==> src/rtl/seq_detector_param.sv <==
// Programmable serial pattern detector with run-time pattern/length, overlap mode,
// registered one-cycle match pulse and saturating match counter.
module seq_detector_param #(
    parameter int MAX_LEN = 8,
    parameter int LEN_W   = $clog2(MAX_LEN + 1),
    parameter int CNT_W   = 8
) (
    input  logic               clock,
    input  logic               reset,
    input  logic               seq_in,
    input  logic               in_valid,
    input  logic               load,
    input  logic [MAX_LEN-1:0] pattern,
    input  logic [LEN_W-1:0]   pat_len,
    input  logic               overlap,
    output logic               seq_out,
    output logic [CNT_W-1:0]   match_count,
    output logic               cfg_err
);

    logic [MAX_LEN-1:0] hist_q, hist_d;
    logic [MAX_LEN-1:0] pat_q, pat_d;
    logic [LEN_W-1:0]   fill_q, fill_d;
    logic [LEN_W-1:0]   len_q, len_d;
    logic               ovl_q, ovl_d;
    logic               seq_out_q, seq_out_d;
    logic               cfg_err_q, cfg_err_d;
    logic [CNT_W-1:0]   cnt_q, cnt_d;

    logic [MAX_LEN-1:0] nh;
    logic [MAX_LEN-1:0] mask;
    logic [LEN_W-1:0]   nf;
    logic               hit;

    always_comb begin
        nh = {hist_q[MAX_LEN-2:0], seq_in};
        nf = (fill_q >= LEN_W'(MAX_LEN)) ? LEN_W'(MAX_LEN) : fill_q + LEN_W'(1);
        // Only the newest len_q bits of the history take part in the compare.
        mask = '0;
        for (int unsigned i = 0; i < MAX_LEN; i++) begin
            mask[i] = (LEN_W'(i) < len_q);
        end
        hit = !cfg_err_q && (nf >= len_q) && (((nh ^ pat_q) & mask) == '0);

        hist_d    = hist_q;
        pat_d     = pat_q;
        fill_d    = fill_q;
        len_d     = len_q;
        ovl_d     = ovl_q;
        cfg_err_d = cfg_err_q;
        cnt_d     = cnt_q;
        seq_out_d = 1'b0;

        if (load) begin
            pat_d     = pattern;
            len_d     = pat_len;
            ovl_d     = overlap;
            cfg_err_d = (pat_len == '0) || (pat_len > LEN_W'(MAX_LEN));
            hist_d    = '0;
            fill_d    = '0;
            cnt_d     = '0;
        end else if (in_valid) begin
            hist_d    = nh;
            seq_out_d = hit;
            fill_d    = (hit && !ovl_q) ? '0 : nf;
            if (hit && (cnt_q != '1)) begin
                cnt_d = cnt_q + CNT_W'(1);
            end
        end
    end

    always_ff @(posedge clock or posedge reset) begin
        if (reset) begin
            hist_q    <= '0;
            pat_q     <= '0;
            fill_q    <= '0;
            len_q     <= LEN_W'(1);
            ovl_q     <= 1'b1;
            seq_out_q <= 1'b0;
            cfg_err_q <= 1'b0;
            cnt_q     <= '0;
        end else begin
            hist_q    <= hist_d;
            pat_q     <= pat_d;
            fill_q    <= fill_d;
            len_q     <= len_d;
            ovl_q     <= ovl_d;
            seq_out_q <= seq_out_d;
            cfg_err_q <= cfg_err_d;
            cnt_q     <= cnt_d;
        end
    end

    assign seq_out     = seq_out_q;
    assign match_count = cnt_q;
    assign cfg_err     = cfg_err_q;

endmodule

==> config.mk <==
export PLATFORM = sky130hd
export DESIGN_NAME = seq_detector_param
export DESIGN_NICKNAME = d
export VERILOG_FILES = /design/src/rtl/seq_detector_param.sv
export SDC_FILE = /design/constraint.sdc
export NUM_CORES = 1
export LEC_CHECK = 0
export ABC_AREA = 1
export CORE_MARGIN = 5
export CORE_UTILIZATION = 54
export DETAILED_ROUTE_END_ITERATION = 10
export PLACE_DENSITY = 0.9
export SLEW_MARGIN = 15
export SYNTH_ARGS = -nofsm -noshare
export SYNTH_HDL_FRONTEND = slang
export SYNTH_SLANG_ARGS = --single-unit
==> constraint.sdc <==
create_clock -name clock -period 2.65 [get_ports clock]
set_clock_uncertainty 0.15 [all_clocks]
set_input_delay 0.795 -clock clock [delete_from_list [all_inputs] [get_ports clock]]
set_output_delay 0.795 -clock clock [all_outputs]
set_load 0.005 [all_outputs]
== Word level (Yosys, flattened, before mapping) ==
Cells that the tools add are included.

* Bits in registers: 34
* Word-level logic and storage cells: 47
* Output and inout port bits: 10

* Equal/unequal tests: 1
* Reductions and logical operators: 12
* Muxes and demuxes: 11
* $lt $le $gt $ge: 11
* Bitwise logic cells: 2
* Add/sub/neg operators: 2

{| class="wikitable"
|+ Operators by type and width
! cell !! count
|-
| $mux W8 || 3
|-
| $lt A3 B4 Y1 const A || 4
|-
| $mux W4 || 4
|-
| $mux W7 || 2
|-
| $add A8 B1 Y8 const B || 1
|-
| $and A8 B8 Y8 || 1
|-
| $logic_not A8 Y1 || 1
|-
| $lt A1 B4 Y1 const A || 2
|-
| $lt A2 B4 Y1 const A || 2
|-
| $ne A8 B8 Y1 const B || 1
|-
| $xor A8 B8 Y8 || 1
|-
| $add A4 B1 Y4 const B || 1
|-
| $ge A4 B4 Y1 || 1
|-
| $ge A4 B4 Y1 const B || 1
|-
| $gt A4 B4 Y1 const B || 1
|-
| $logic_and A1 B1 Y1 || 4
|-
| $logic_not A4 Y1 || 1
|-
| $reduce_bool A2 Y1 || 2
|-
| $logic_not A1 Y1 || 2
|-
| $mux W1 || 2
|-
| $reduce_and A2 Y1 || 1
|-
| $logic_or A1 B1 Y1 || 1
|}

== Longest topological paths before layout ==
Gate-level depths: netlist (run 1).

* Word-level depth: 9
* Mapped depth: 15
* Mapped depth without buffers: 15

== Least setup slack after synthesis (run 1) ==
Ideal clock, no wire load.

* Path type: flip-flop to flip-flop
* From: reg fill_q[0]
* To: reg cnt_q[0], in the netlist match_count[0]
* Stages on the path, launching flop included: 15
* Arrival time: 1.787 ns
* Clock period less this slack: 2.055 ns
* Data required time: 2.382 ns
* Path slack: 0.595 ns
* Library setup time: 0.118 ns
* Cell sequence: dfrtp_1 > inv_1 > ha_1 > nand2_1 > inv_1 > ha_1 > nand2_1 > nand2_1 > nand2_1 > nand2_1 > nand3_1 > nor2_8 > nand3_4 > nand3_1 > nand2_1

* Cells in the longest elaborated chain, start to end: 8
* Elaborated cells on any way between the ends: 9
* Classes of those cells: add/sub (1); order compare (2); mux (1); reduce/logical (5)

{| class="wikitable"
|+ Ends and longest elaborated chain
! element !! line !! text
|-
| start: declaration || 23 || <nowiki>logic [LEN_W-1:0] fill_q, fill_d;</nowiki>
|-
| start signal: assignment || 85 || <nowiki>fill_q <= fill_d;</nowiki>
|-
| $add A4 B1 Y4 / $ge A4 B4 Y1 (equally long branches) || 37 || <nowiki>nf = (fill_q >= LEN_W'(MAX_LEN)) ? LEN_W'(MAX_LEN) : fill_q + LEN_W'(1);</nowiki>
|-
| $mux W4 (*) || 37 ||
|-
| $ge A4 B4 Y1 (*) || 43 || <nowiki>hit = !cfg_err_q && (nf >= len_q) && (((nh ^ pat_q) & mask) == '0);</nowiki>
|-
| $logic_and A1 B1 Y1 (*) (2 in a row) || 43 ||
|-
| $logic_and A1 B1 Y1 (*) || 66 || <nowiki>if (hit && (cnt_q != '1)) begin</nowiki>
|-
| $reduce_bool A2 Y1 (no source line) (*) || - ||
|-
| $reduce_and A2 Y1 (no source line) (*) || - ||
|-
| end signal: assignment || 90 || <nowiki>cnt_q <= cnt_d;</nowiki>
|-
| end: declaration || 28 || <nowiki>logic [CNT_W-1:0] cnt_q, cnt_d;</nowiki>
|}

Mark *: on every way between the ends. The rest lies on a longest branch, timed or not.
A chain may end at the register's enable or synchronous reset.

== Worst setup path after layout (run 1) ==
* From: reg fill_q[0]
* To: reg fill_q[0]

* Cells in the longest elaborated chain, start to end: 9
* Elaborated cells on any way between the ends: 10
* Classes of those cells: add/sub (1); order compare (2); mux (4); reduce/logical (3)

{| class="wikitable"
|+ Ends and longest elaborated chain
! element !! line !! text
|-
| $add A4 B1 Y4 / $ge A4 B4 Y1 (equally long branches) || 37 ||
|-
| $mux W4 (*) || 37 ||
|-
| $ge A4 B4 Y1 || 43 ||
|-
| $logic_and A1 B1 Y1 (2 in a row) || 43 ||
|-
| $logic_and A1 B1 Y1 || 65 || <nowiki>fill_d = (hit && !ovl_q) ? '0 : nf;</nowiki>
|-
| $mux W4 (*) || 65 ||
|-
| $mux W4 (*) || 62 || <nowiki>end else if (in_valid) begin</nowiki>
|-
| $mux W4 (*) || 54 || <nowiki>if (load) begin</nowiki>
|}

Mark *: on every way between the ends. The rest lies on a longest branch, timed or not. The select of a mux whose other input is x is not followed.

==> results of run 1 <==
[flip-flops by register name, indices dropped and copies added (netlist names)]
name	flops
cfg_err	1
fill_q	4
hist_q	7
len_q	4
match_count	8
ovl_q	1
pat_q	8
seq_out	1
[layout make-up]
cell class / count / area, um^2 / share of cell area (%)
clock buffer: 7 / 55.05 / 2.400
tap: 46 / 57.56 / 2.510
inverter: 38 / 142.6 / 6.219
multi-input combinational: 168 / 887.1 / 38.68
timing repair buffer: 30 / 292.8 / 12.77
clock inverter: 1 / 5.005 / 0.2182
sequential: 34 / 853.3 / 37.21
[cells in the final DEF (no fill, tap or decap), types with 2 or more instances in the layout]
| cell | n |
|---|---|
| dfrtp_1 | 32 |
| nand4_1 | 2 |
| clkdlybuf4s50_1 | 27 |
| xor2_1 | 2 |
| o22ai_1 | 7 |
| buf_4 | 3 |
| clkbuf_4 | 5 |
| nand2_2 | 4 |
| o21ai_1 | 3 |
| xnor2_1 | 5 |
| nand2_1 | 73 |
| inv_1 | 37 |
| dfstp_2 | 2 |
| o21ai_0 | 13 |
| nand3_1 | 27 |
| nor2_1 | 11 |
| a21oi_1 | 3 |
| ha_1 | 7 |
| nor3_1 | 2 |
| nor2_4 | 2 |
[through the flow]
step                      hold WS [ps]  total power (W)  setup slack [ps]
after floorplan                  309.7        0.0007504             595.2
after global placement           337.2        0.0008245             247.0
after detailed placement         341.6        0.0008371             206.5
after CTS                        365.7         0.001137             328.8
after global routing             411.5         0.001198             152.9
final                            362.4         0.001123             340.2
[worst paths after layout]
check,from,end,cells past startpoint
max reg2reg,fill_q[0],fill_q[0],13
max,fill_q[0],fill_q[0],13
min reg2reg,pat_q[3],pat_q[3],2
min in group asynchronous,reset,match_count[1],3
max in group asynchronous,reset,ovl_q,3
min,pat_q[3],pat_q[3],2
[power breakdown]
| group | internal [W] | switching [W] | leakage [nW] |
|---|---|---|---|
| Sequential | 0.000555 | 0.0000308 | 0.440 |
| Combinational | 0.000101 | 0.000141 | 0.684 |
| Clock | 0.000128 | 0.000168 | 0.0353 |
[worst max-delay path, cell delays in order, from the launching register on]
cell	delay (ps)
dfrtp_1	430
ha_1	220
xnor2_1	170
nor2_1	90
ha_1	280
nand2_1	50
inv_1	40
nand2_1	70
nand2_1	70
nand3_1	160
nor2_8	190
nand2_1	120
nand2_1	110
o21ai_1	60
[metal layers]
layer,global-route usage [%],up-vias
li1,-,843
met1,21.94,757
met2,29.56,42
met3,5.217,9
met4,9.544,0
met5,0,-
[cell families (layout without fill, tap and decap cells)]
group / after synthesis / count (layout) / share of synthesized area (%)
AND/OR/NAND/NOR: 128 / 128 / 31.45
buffers and inverters: 44 / 76 / 8.667
flip-flops: 34 / 34 / 44.78
AO/OA/AOI/OAI: 26 / 26 / 7.288
adder cells (fa/ha/maj): 7 / 7 / 4.596
XOR/XNOR: 7 / 7 / 3.217
==> impl_metrics.ini, run 1 <==
[placed_design]
dp_hpwl_um = 3003
portBuffers = 27
place_area_mm2 = 0.002233
dpl.cell_count = 316
gp_congestion = 0.8632

[global_routing]
grt_max_degree = 35
grt_pass1_wl_um = 7189
grt_pass1_vias = 1635
antenna_found_initial = 0
grt.overflow.total = 0
gr-usage-all-layers_pct = 18.27

[cts]
clk_pin_slew_ps = 100
cts_num_sinks = 34
cts.repair.resized = 0
cts_hold_buf = 0
cts_tree = built
cts_setup_buffers = 0
cts_buffers = 5
clockRootBuffer = clkbuf_4
cts_max_path_buffers = 2
clk_latency_ps = 330
htreeDepth = 2

[synth]
ys.flop_type = dfrtp_1
synth-edff-count = 0
synth_cell_types = 27
synth_common_cells = nand2_1, inv_1, dfrtp_1, nand3_1, o21ai_0
synth_most_common_cell = nand2_1
synthArstFlopShare_pct = 100.0
synth_area_leaders = dfrtp_1, nand2_1, inv_1
synth_nets = 271
yosys_warnings = 0
syn_area_mm2 = 0.001906
synthCells = 246
ys_seq_area_share_pct = 44.78
avgSynthCellArea_um2 = 7.746
ys_ff_latch = 34
yosysTopAreaCellShare_pct = 42.02
synth_top_cell_by_area = dfrtp_1

[critical_path]
start_kind = flip-flop
r2r_slack_ps = 340
worst_setup_path_end_kind = flip-flop
crit_arrival_ps = 2390
cp_data_required_time_ps = 2730
critPathMaxFanout = 4
path_class = flip-flop to flip-flop

[drt]
wl_met2_um = 1931
drt-met1-wl_um = 1796
ant_nets = 0
drtPass1Iterations = 4
routed_wl_um = 4029
route.detailed.drc = 0
top_layer_used = met4
routedWlPerCell_um = 12.44
met3_length_um = 211
vias = 1651
vias_per_cell = 5.096
drt-initial-drc-count = 128

[timing]
post-route-min-period_ps = 2310
max_slew.worst_pin.slew_ps = 461.9
fin_crit_sh_pct = 87.16
max_freq_mhz = 432.9
rsz0062_at_grt = no
slew_viol_final = 0
setup_tns_ps = 0
final_hold_viol_count = 0
max_slew_margin_pct = 69.17
setup_viol = 0

[finish]
drive_above_1_share_pct = 8.633
design_area_mm2 = 0.002293
area_growth_pct = 20.35
finalCoreUtilization_pct = 67.66
diodes = 0
fin_nets = 302
n_fill_cell = 278
fin_cells = 324

[power_and_ir_drop]
p_leak_nw = 1.159
p_per_area_mw_per_mm2 = 489.6
ir_worst_vdd_uv = 338.8

[floorplanning]
start_util_pct = 56.22
fp.dieH_um = 69.41
die_area_mm2 = 0.004817
die_w_um = 69.41
core_area_mm2 = 0.003390
rows = 21
ios = 28

[job]
max_cap_viol_count = 0

[worst_hold_path]
min_path_type = flip-flop to flip-flop

[outcome]
status = completed
Note: power is estimated with default switching activity, not from simulation.
==> inputs of run 2 (changes only) <==
==> constraint.sdc (replaced) <==
create_clock -name clock -period 2.65 [get_ports clock]
set_clock_uncertainty 0.15 [all_clocks]
set_input_delay 0.795 -clock clock [delete_from_list [all_inputs] [get_ports clock]]
set_output_delay 0.795 -clock clock [all_outputs]
set_load 0.02 [all_outputs]
==> results of run 2 <==
Same layout as run 1 (identical final DEF). Status: completed.
Main changes from that run: setup slack after layout 340.2 ps -> 271.4 ps; start point of the critical path fill_q[0] -> match_count[4]; end point of the critical path fill_q[0] -> match_count[4]; total power 0.001123 W -> 0.001131 W; worst IR drop on VDD 338.8 uV -> 339.1 uV
==> inputs of run 3 (changes only) <==
--- a/config.mk
+++ b/config.mk
@@ -5,9 +5,10 @@
 export SDC_FILE = /design/constraint.sdc
 export NUM_CORES = 1
 export LEC_CHECK = 0
-export ABC_AREA = 1
+export ABC_CLOCK_PERIOD_IN_PS = 2650
+export CORE_ASPECT_RATIO = 0.9
 export CORE_MARGIN = 5
-export CORE_UTILIZATION = 54
+export CORE_UTILIZATION = 53
 export DETAILED_ROUTE_END_ITERATION = 10
 export PLACE_DENSITY = 0.9
 export SLEW_MARGIN = 15
==> impl_metrics.ini, run 3 <==
[cts]
cts_num_sinks = 34
cts_max_path_buffers = 2
cts_tree = built
cts_hold_buf = 0
cts_buffers = 5
clk_latency_ps = 280
htreeDepth = 2
clockRootBuffer = clkbuf_8
clk_pin_slew_ps = 60

[synth]
synth_cell_types = 37
synth_common_cells = dfrtp_1, nor2_1, inv_1, mux2_2, mux2i_1
syn_area_mm2 = 0.001768
ys_ff_latch = 34
ys.flop_type = dfrtp_1
synthCells = 167
avgSynthCellArea_um2 = 10.59
synth_nets = 192
synth-edff-count = 0
ys_seq_area_share_pct = 48.27
synthArstFlopShare_pct = 100.0
synth_top_cell_by_area = dfrtp_1
synth_area_leaders = dfrtp_1, mux2_2, nor2_1
yosysTopAreaCellShare_pct = 45.29
synth_most_common_cell = dfrtp_1
yosys_warnings = 0

[outcome]
status = finished, violations left
violations = setup timing

[critical_path]
path_class = flip-flop to flip-flop
crit_arrival_ps = 2860
start_kind = flip-flop
critPathMaxFanout = 4
cp_data_required_time_ps = 2670
worst_setup_path_end_kind = flip-flop

[timing]
hold_ws_ps = 394.5
max_slew_margin_pct = 69.97
post-route-min-period_ps = 2838
rsz0062_at_grt = yes
max_slew.worst_pin.slew_ps = 450.4
setup_viol = 7
final_hold_viol_count = 0
slew_viol_final = 0
fin_crit_sh_pct = 107.1
setup_ws_ps = -187.8
max_freq_mhz = 352.4

[finish]
fin_nets = 237
diodes = 0
mostFrequentLayoutCell = dfrtp_1
drive_above_1_share_pct = 29.25
final_cell_mix = dfrtp_1, clkdlybuf4s50_1, nor2_1, buf_4, mux2_2
area_growth_pct = 38.29

[floorplanning]
die_w_um = 70.88
rows = 19
start_util_pct = 56.34
die_area_mm2 = 0.004592
ios = 28
fp.dieH_um = 64.79
core_area_mm2 = 0.003138

[placed_design]
dp_hpwl_um = 2797
gp_congestion = 0.8647
portBuffers = 27

[power_and_ir_drop]
ir_worst_vdd_uv = 437.8
p_leak_nw = 1.093
p_per_area_mw_per_mm2 = 465.5
p_comb_share_pct = 19.0
netSwitchingFraction_pct = 26.04
p_int_w = 0.0008418
power_w = 0.001138
p_clk_share_pct = 30.6
share_seq_of_total_power_pct = 50.3
p_sw_w = 0.0002963

[global_routing]
antenna_found_initial = 0
grt_pass1_vias = 1396
grt_pass1_wl_um = 6561
grt.overflow.total = 0
grt_max_degree = 43
gr-usage-all-layers_pct = 18.22

[drt]
drt-initial-drc-count = 83
ant_nets = 0
vias_per_cell = 5.587
routed_wl_um = 4090
vias = 1419
route.detailed.drc = 0
routedWlPerCell_um = 16.10
drtPass1Iterations = 4

[worst_hold_path]
min_path_type = flip-flop to flip-flop

[job]
max_cap_viol_count = 0
run 3: logic make-up (layout without fill, tap and decap cells):
group                      Yosys count  in the layout  share of synthesized area, %
AOI/OAI and AO/OA                   24             24                         9.838
adders and majority gates            7              7                         4.954
and+or+nand+nor                     53             53                         14.58
buffers and inverters               16             61                         3.468
xor gates and xnor gates            11             11                         5.449
muxes                               22             22                         13.45
DFF                                 34             34                         48.27
run 3: final cells by class:
class | instances | area [um^2]
inverters | 10 | 37.54
well taps | 42 | 52.55
clock inverters | 2 | 10.01
fillers | 196 | 693.2
multi-input cells | 117 | 1005
clock buffers | 5 | 68.82
flip-flops and latches | 34 | 853.3
repair buffers | 44 | 417.9
run 3: metrics by stage:
step,worst slack (ps),std cells,utilization (%),TNS [ps],area [um^2]
floorplan,-68.94,167,-,-179.9,1775
global placement,-105.8,242,69.38,-589.3,2177
detailed placement,-249.9,242,69.38,-1981,2177
CTS,-227.9,252,74.96,-1310,2352
global route,-255.6,254,77.91,-1576,2445
finish,-187.8,254,77.91,-671.4,2445
run 3: worst paths after layout:
| path | end | slack [ps] | cells past startpoint | from |
|---|---|---|---|---|
| min reg2reg | pat_q[7] | 390 | 1 | pat_q[7] |
| max in group asynchronous | ovl_q | 1260 | 3 | reset |
| min in group asynchronous | match_count[0] | 750 | 3 | reset |
| min | pat_q[7] | 390 | 1 | pat_q[7] |
| max | match_count[3] | -190 | 10 | fill_q[0] |
| max reg2reg | match_count[3] | -190 | 10 | fill_q[0] |
run 3: what timing repair did:
item / 4_1_cts / 5_1_grt
pin swaps: 10 / 8
setup buffers: 3 / 2
endpoints found under the setup margin: 12 / 13
gates resized for setup: 14 / 15
run 3: layer usage:
metal	vias to the layer above	GRT usage (%)	share of wire (%)
met5	-	0	0
met4	0	7.981	2.7
met3	9	5.410	3.7
met2	28	29.75	53
met1	707	22.51	41
li1	675	-	-
run 3: power groups by stage:
stage	logic (W)	clock network (W)	registers, W
after floorplan	0.000104	0	0.000576
after global placement	0.000165	0	0.000579
after detailed placement	0.000173	0	0.000581
after CTS	0.000204	0.000362	0.000571
after global routing	0.000237	0.000391	0.000575
final	0.000217	0.000349	0.000573
run 3: critical path, cell delays in order (launching register included):
cell and delay [ps]:
dfrtp_1 420, ha_2 200, xnor2_1 130, nor2_2 160, ha_2 220, a2111oi_2 50, or4_4 460, nor4bb_4 300
buf_4 170, nand4_1 150, mux2_4 330
